--- src/rtl/uart_core_cfg.sv ---
// rtl/uart_core_cfg.sv - configurable-format UART core with baud divisor, TX/RX FIFOs and RX error tagging
module uart_fifo #(
  parameter int DEPTH = 16,
  parameter int W     = 8
) (
  input  logic                           clk,
  input  logic                           rstn,
  input  logic                           push,
  input  logic                           pop,
  input  logic [W-1:0]                   din,
  output logic [W-1:0]                   dout,
  output logic [$clog2(DEPTH+1)-1:0]     level,
  output logic                           full,
  output logic                           empty
);
  localparam int AW = (DEPTH > 1) ? $clog2(DEPTH) : 1;
  localparam int LW = $clog2(DEPTH + 1);
  localparam logic [AW-1:0] LAST     = AW'(DEPTH - 1);
  localparam logic [LW-1:0] FULL_LVL = LW'(DEPTH);

  logic [W-1:0]  mem [DEPTH];
  logic [AW-1:0] wptr, rptr;
  logic          do_push, do_pop;

  // A push into a full FIFO is still accepted when the head leaves in the same cycle
  assign do_pop  = pop && (level != '0);
  assign do_push = push && ((level != FULL_LVL) || do_pop);
  assign dout    = mem[rptr];
  assign full    = (level == FULL_LVL);
  assign empty   = (level == '0);

  always_ff @(posedge clk) begin
    if (do_push) mem[wptr] <= din;
  end

  always_ff @(posedge clk or negedge rstn) begin
    if (!rstn) begin
      wptr  <= '0;
      rptr  <= '0;
      level <= '0;
    end else begin
      if (do_push) wptr <= (wptr == LAST) ? '0 : wptr + 1'b1;
      if (do_pop)  rptr <= (rptr == LAST) ? '0 : rptr + 1'b1;
      if (do_push && !do_pop)      level <= level + 1'b1;
      else if (do_pop && !do_push) level <= level - 1'b1;
    end
  end
endmodule

module uart_core_cfg #(
  parameter int TX_DEPTH = 16,
  parameter int RX_DEPTH = 16,
  parameter int DIV_W    = 16
) (
  input  logic                            clk,
  input  logic                            rstn,
  input  logic                            wren,
  input  logic [7:0]                      wr_data,
  input  logic                            rden,
  output logic [7:0]                      rd_data,
  output logic [1:0]                      rd_err,
  input  logic                            tx_en,
  input  logic                            rx_en,
  input  logic                            loopback,
  input  logic [1:0]                      data_len,
  input  logic                            parity_en,
  input  logic                            parity_odd,
  input  logic                            stop2,
  input  logic [DIV_W-1:0]                baud_div,
  input  logic                            ovr_clr,
  output logic [5:0]                      status,
  output logic [$clog2(TX_DEPTH+1)-1:0]   tx_level,
  output logic [$clog2(RX_DEPTH+1)-1:0]   rx_level,
  input  logic                            rx,
  output logic                            tx
);
  typedef enum logic [2:0] {T_IDLE, T_START, T_DATA, T_PAR, T_STOP} tx_state_t;
  typedef enum logic [2:0] {R_IDLE, R_START, R_DATA, R_PAR, R_STOP, R_WAIT} rx_state_t;

  logic [DIV_W-1:0] baud_cnt;
  logic             tick;
  assign tick = (baud_cnt == '0);

  always_ff @(posedge clk or negedge rstn) begin
    if (!rstn)     baud_cnt <= '0;
    else if (tick) baud_cnt <= baud_div;
    else           baud_cnt <= baud_cnt - 1'b1;
  end

  // ---------------- TX ----------------
  tx_state_t  tx_state, tx_state_d;
  logic [7:0] tx_head, tx_sh, tx_mask;
  logic [3:0] tx_tcnt;
  logic [2:0] tx_bit, tx_nb;
  logic       tx_pen, tx_pbit, tx_s2, tx_second, tx_pop, tx_full, tx_empty, tx_bit_end;

  uart_fifo #(.DEPTH(TX_DEPTH), .W(8)) u_tx_fifo (
    .clk(clk), .rstn(rstn), .push(wren), .pop(tx_pop), .din(wr_data),
    .dout(tx_head), .level(tx_level), .full(tx_full), .empty(tx_empty)
  );

  assign tx_bit_end = tick && (tx_tcnt == 4'd15);
  assign tx_mask    = 8'hFF >> (2'd3 - data_len);

  always_comb begin
    tx_state_d = tx_state;
    tx_pop     = 1'b0;
    case (tx_state)
      T_IDLE:  if (tick && tx_en && !tx_empty) begin
                 tx_pop     = 1'b1;
                 tx_state_d = T_START;
               end
      T_START: if (tx_bit_end) tx_state_d = T_DATA;
      T_DATA:  if (tx_bit_end && (tx_bit == tx_nb)) tx_state_d = tx_pen ? T_PAR : T_STOP;
      T_PAR:   if (tx_bit_end) tx_state_d = T_STOP;
      T_STOP:  if (tx_bit_end && (!tx_s2 || tx_second)) tx_state_d = T_IDLE;
      default: tx_state_d = T_IDLE;
    endcase
  end

  // Line level decoded from state so reset drives it high without waiting for a clock
  always_comb begin
    case (tx_state)
      T_START: tx = 1'b0;
      T_DATA:  tx = tx_sh[0];
      T_PAR:   tx = tx_pbit;
      default: tx = 1'b1;
    endcase
  end

  always_ff @(posedge clk or negedge rstn) begin
    if (!rstn) tx_state <= T_IDLE;
    else       tx_state <= tx_state_d;
  end

  always_ff @(posedge clk or negedge rstn) begin
    if (!rstn) begin
      tx_sh <= '0; tx_tcnt <= '0; tx_bit <= '0; tx_nb <= '0;
      tx_pen <= 1'b0; tx_pbit <= 1'b0; tx_s2 <= 1'b0; tx_second <= 1'b0;
    end else begin
      if (tx_state != tx_state_d) tx_tcnt <= '0;
      else if (tick)              tx_tcnt <= tx_tcnt + 4'd1;
      if (tx_pop) begin
        tx_sh     <= tx_head;
        tx_nb     <= 3'd4 + {1'b0, data_len};
        tx_pen    <= parity_en;
        tx_pbit   <= ^(tx_head & tx_mask) ^ parity_odd;
        tx_s2     <= stop2;
        tx_bit    <= '0;
        tx_second <= 1'b0;
      end
      if (tx_state == T_DATA && tx_bit_end) begin
        tx_sh  <= tx_sh >> 1;
        tx_bit <= tx_bit + 3'd1;
      end
      if (tx_state == T_STOP && tx_bit_end) tx_second <= 1'b1;
    end
  end

  // ---------------- RX ----------------
  rx_state_t  rx_state, rx_state_d;
  logic       rx_s1, rx_s2, rx_in, rx_samp, rx_push, rx_full, rx_empty;
  logic       rx_pen, rx_podd, rx_pbit, rx_par_err, overrun;
  logic [1:0] rx_len;
  logic [2:0] rx_bit;
  logic [3:0] rx_tcnt;
  logic [7:0] rx_sh, rx_word;
  logic [9:0] rx_head;

  always_ff @(posedge clk or negedge rstn) begin
    if (!rstn) begin
      rx_s1 <= 1'b1;
      rx_s2 <= 1'b1;
    end else begin
      rx_s1 <= rx;
      rx_s2 <= rx_s1;
    end
  end

  assign rx_in      = loopback ? tx : rx_s2;
  assign rx_samp    = tick && (rx_tcnt == 4'd15);
  assign rx_word    = rx_sh >> (2'd3 - rx_len);
  assign rx_par_err = rx_pen & (^rx_word ^ rx_podd ^ rx_pbit);

  always_comb begin
    rx_state_d = rx_state;
    rx_push    = 1'b0;
    case (rx_state)
      R_IDLE:  if (rx_en && !rx_in) rx_state_d = R_START;
      R_START: if (tick && (rx_tcnt == 4'd7)) rx_state_d = rx_in ? R_IDLE : R_DATA;
      R_DATA:  if (rx_samp && (rx_bit == 3'd4 + {1'b0, rx_len})) rx_state_d = rx_pen ? R_PAR : R_STOP;
      R_PAR:   if (rx_samp) rx_state_d = R_STOP;
      R_STOP:  if (rx_samp) begin
                 rx_push    = 1'b1;
                 rx_state_d = rx_in ? R_IDLE : R_WAIT;
               end
      R_WAIT:  if (rx_in) rx_state_d = R_IDLE;
      default: rx_state_d = R_IDLE;
    endcase
  end

  always_ff @(posedge clk or negedge rstn) begin
    if (!rstn) rx_state <= R_IDLE;
    else       rx_state <= rx_state_d;
  end

  always_ff @(posedge clk or negedge rstn) begin
    if (!rstn) begin
      rx_len <= '0; rx_pen <= 1'b0; rx_podd <= 1'b0; rx_pbit <= 1'b0;
      rx_bit <= '0; rx_tcnt <= '0; rx_sh <= '0;
    end else begin
      if (rx_state != rx_state_d) rx_tcnt <= '0;
      else if (tick)              rx_tcnt <= rx_tcnt + 4'd1;
      if (rx_state == R_IDLE && rx_state_d == R_START) begin
        rx_len  <= data_len;
        rx_pen  <= parity_en;
        rx_podd <= parity_odd;
        rx_bit  <= '0;
      end
      // Bits enter at the MSB; rx_word right-aligns them once the frame is complete
      if (rx_state == R_DATA && rx_samp) begin
        rx_sh  <= {rx_in, rx_sh[7:1]};
        rx_bit <= rx_bit + 3'd1;
      end
      if (rx_state == R_PAR && rx_samp) rx_pbit <= rx_in;
    end
  end

  uart_fifo #(.DEPTH(RX_DEPTH), .W(10)) u_rx_fifo (
    .clk(clk), .rstn(rstn), .push(rx_push), .pop(rden),
    .din({~rx_in, rx_par_err, rx_word}),
    .dout(rx_head), .level(rx_level), .full(rx_full), .empty(rx_empty)
  );

  always_ff @(posedge clk or negedge rstn) begin
    if (!rstn) begin
      rd_data <= '0;
      rd_err  <= '0;
      overrun <= 1'b0;
    end else begin
      if (rden && !rx_empty) {rd_err, rd_data} <= rx_head;
      if (rx_push && rx_full && !rden) overrun <= 1'b1;
      else if (ovr_clr)                overrun <= 1'b0;
    end
  end

  assign status = {overrun, rx_state != R_IDLE, tx_state != T_IDLE, rx_full, rx_empty, tx_full};
endmodule

--- config.mk ---
export PLATFORM = sky130hd
export DESIGN_NAME = uart_core_cfg
export DESIGN_NICKNAME = d
export VERILOG_FILES = /design/src/rtl/uart_core_cfg.sv
export SDC_FILE = /design/constraint.sdc
export NUM_CORES = 1
export LEC_CHECK = 0
export BUFFER_PORTS_ARGS = -buffer_cell sky130_fd_sc_hd__clkbuf_2
export CAP_MARGIN = 20
export CORE_MARGIN = 1.5
export CORE_UTILIZATION = 62
export DETAILED_ROUTE_END_ITERATION = 10
export GPL_ROUTABILITY_DRIVEN = 0
export GPL_TIMING_DRIVEN = 0
export HOLD_SLACK_MARGIN = 0.05
export PLACE_DENSITY = 0.8
export SYNTH_ARGS = -nofsm -noshare
export SYNTH_HDL_FRONTEND = slang
export SYNTH_HIERARCHICAL = 1
export SYNTH_SLANG_ARGS = --single-unit
--- constraint.sdc ---
create_clock -name clk -period 4.8 [get_ports clk]
set_input_delay 1.44 -clock clk [delete_from_list [all_inputs] [get_ports clk]]
set_output_delay 1.44 -clock clk [all_outputs]
set_load 0.02 [all_outputs]
==> out/metrics.csv <==
metric,value,unit
syn_inst,1094,
crit_required,5.25,ns
htreeDepth,2,
power_density,436,nW/µm²
timing.fmax,228,MHz
worstHoldPathType,reg -> reg,
start_util,0.627,
synth_nets,1157,
cts_root_buf,clkbuf_16,
synthTopCellsByCount,"edfxtp_1 (288), dfrtp_1 (101), mux2i_1 (77), nand2_1 (73), o21ai_0 (51)",
synth.ff_latch_count,391,
synth_edf_count,288,
grt_first_pass_wirelength,54600,µm
clk_pin_slew_worst_paths,0.06,ns
yosysWarnings,6,
crit_type,reg -> reg,
slew_headroom,0.343,
max-cap-violations,0,
hold_violations,0,
yosysMostFrequentCell,edfxtp_1,
firstDrtPassIters,5,
cts_buffers,39,
drive_above_1_share,0.198,
dpl.hpwl,22400,µm
timing.final.crit_period,4.39,ns
synth_top_area_frac,0.515,
worst_slack,0.405,ns
postLayoutCoreUtil,0.708,
status,finished clean,
critPathMaxFanout,12,
tritoncts,yes,
antenna_found_initial,0,
p_leak,0.00707,µW
avgViaCountPerCell,6.21,
worstSkewPairLatency,0.53,ns
grt_pass1_vias,9909,
fin_crit_sh,0.916,
end_kind,register,
netlist_area,16800,µm²
postCtsHoldBufs,0,
post_cts_buffers,0,
fin_setup_tns,0,ns
critPathLaunchType,register,
fp-row-count,60,
synth-async-reset-ratio,0.263,
cpPeakStageDelay,0.62,ns
rsz0062_at_grt,no,
pin_count,65,
fillCellCount,1639,
seq_area_frac_synth,0.668,
num_antenna_cells,0,
drv_slew,0,
pre_cts_ws,0.260,ns
grt_use_total,0.254,
drt-wirelength-per-cell,21.9,µm
syn_avg_cell_area,15.4,µm²
die_area,28100,µm²
setup_viol,0,
worstPathArrival,4.84,ns
fin_skew,0.0234,ns
ant_nets,0,
drtIter0Drc,959,
drc,0,
io_buffers,64,
synth_ff_type,edfxtp_1,
die_y,168,µm
synth_area_leaders,"edfxtp_1 (51%), dfrtp_1 (15%), mux4_2 (6.2%)",
vias,9793,
ys_types,66,
worstMarginPinSlew,0.982,ns
core-area,26800,µm²
overflow,0,
die_x,168,µm
cp_num_buf_inv,4,
nets,1268,
worstPathCellList,inv_1 -> ha_1 -> or4b_1 -> nor4b_2 -> and3_1 -> clkbuf_2 -> o31a_4 -> buf_6 -> ha_1 -> inv_1 -> fa_1 -> a21o_1 -> a21oi_1 -> mux2i_1 -> xnor2_1,
cts.path.max_buffers,3,
peakVddDrop,0.414,mV
crit_family,simple AND/OR/NAND/NOR gates,
grt_max_degree,104,
cpMaxStageDelayCell,nor4b_2,
clock_sinks,391,
drt-total-wl,34500,µm
synth_top_cell_by_area,edfxtp_1,
syn2layout_area_growth,12.9,%
power breakdown:
group          internal [µW]  switching (µW)
clock                   1950            1230
combinational            385             603
sequential              3950             144
total                   6290            1980
worst register-to-register path: stages (launching register included):
cell      delay [ns]
dfrtp_1         0.40
inv_1           0.06
ha_1            0.17
or4b_1          0.54
nor4b_2         0.62
and3_1          0.33
clkbuf_2        0.31
o31a_4          0.25
buf_6           0.15
ha_1            0.17
inv_1           0.12
fa_1            0.43
a21o_1          0.18
a21oi_1         0.19
mux2i_1         0.26
xnor2_1         0.14
stage by stage:
stage | cells | hold WS (ns) | instance area [µm²] | total power (µW)
after floorplan | 1094 | 0.345 | 16800 | 4780
after global placement | 1499 | 0.346 | 17500 | 5050
after detailed placement | 1504 | 0.359 | 17600 | 5130
after CTS | 1576 | 0.368 | 19000 | 8310
after global routing | 1577 | 0.372 | 19000 | 8540
final | 1577 | 0.370 | 19000 | 8270
layout by cell type (no fill, tap or decap), types with 24 or more instances in the layout:
master and n:
dfrtp_1 101, edfxtp_1 288, mux2_2 27, clkbuf_2 66
mux2i_1 77, o21ai_0 51, nand2_1 73, mux4_2 46
inv_1 25, a22oi_1 24, nor2_1 42, and2_1 27
clkbuf_16 40, clkbuf_1 35, xnor2_1 33
path summary, 6_finish.rpt:
path / from / endpoint / slack, ns / depth (start not counted)
min in group asynchronous: rstn / rd_data[4] / 1.01 / 1
hold reg to reg: rx_s1 / rx_s2 / 0.37 / 0
hold / removal: rx_s1 / rx_s2 / 0.37 / 0
max in group asynchronous: rstn / rx_sh[6] / 3.20 / 1
setup / recovery: baud_cnt[0] / u_tx_fifo/level[4] / 0.41 / 15
setup reg to reg: baud_cnt[0] / u_tx_fifo/level[4] / 0.41 / 15
kinds of logic after synthesis:
logic type | count (synthesis) | synth area share
adders and majority gates | 25 | 0.0195
buffers and inverters | 79 | 0.0216
DFF | 391 | 0.668
AOI/OAI and AO/OA | 164 | 0.0663
xor gates and xnor gates | 47 | 0.0253
and+or+nand+nor | 238 | 0.0734
muxes | 150 | 0.126
routing by layer:
layer / share of wire / routed length, µm / global-route usage / vias to the layer above
li1: - / - / - / 4429
met1: 0.41 / 14000 / 0.338 / 4896
met2: 0.50 / 17400 / 0.435 / 388
met3: 0.054 / 1870 / 0.0307 / 80
met4: 0.037 / 1270 / 0.0983 / 0
met5: 0 / 0 / 0 / -
cell type report:
| cell class | count | area (µm²) | area share |
|---|---|---|---|
| Buffer | 53 | 267 | 0.0140 |
| Clock buffer | 55 | 1120 | 0.0589 |
| Clock inverter | 17 | 245 | 0.0129 |
| Inverter | 26 | 97.6 | 0.00514 |
| Multi-Input combinational cell | 624 | 5210 | 0.275 |
| Sequential cell | 391 | 11200 | 0.592 |
| Tap cell | 341 | 427 | 0.0225 |
| Timing Repair Buffer | 70 | 379 | 0.0200 |
state kept, by name (all words and copies together) (netlist names), 4 cells and up:
register,cells
u_rx_fifo/level,5
rx_tcnt,4
rd_data,8
u_rx_fifo/wptr,4
u_tx_fifo/mem,128
rx_sh,8
u_tx_fifo/level,5
u_rx_fifo/mem,160
u_tx_fifo/rptr,4
tx_tcnt,4
u_tx_fifo/wptr,4
tx_sh,8
baud_cnt,16
u_rx_fifo/rptr,4
timing repair:
action	4_1_cts	5_1_grt
gates resized for setup	0	1
setup endpoints to repair	0	1
endpoints found under the hold margin	0	0
No activity file was read; power rests on OpenSTA's default activity.
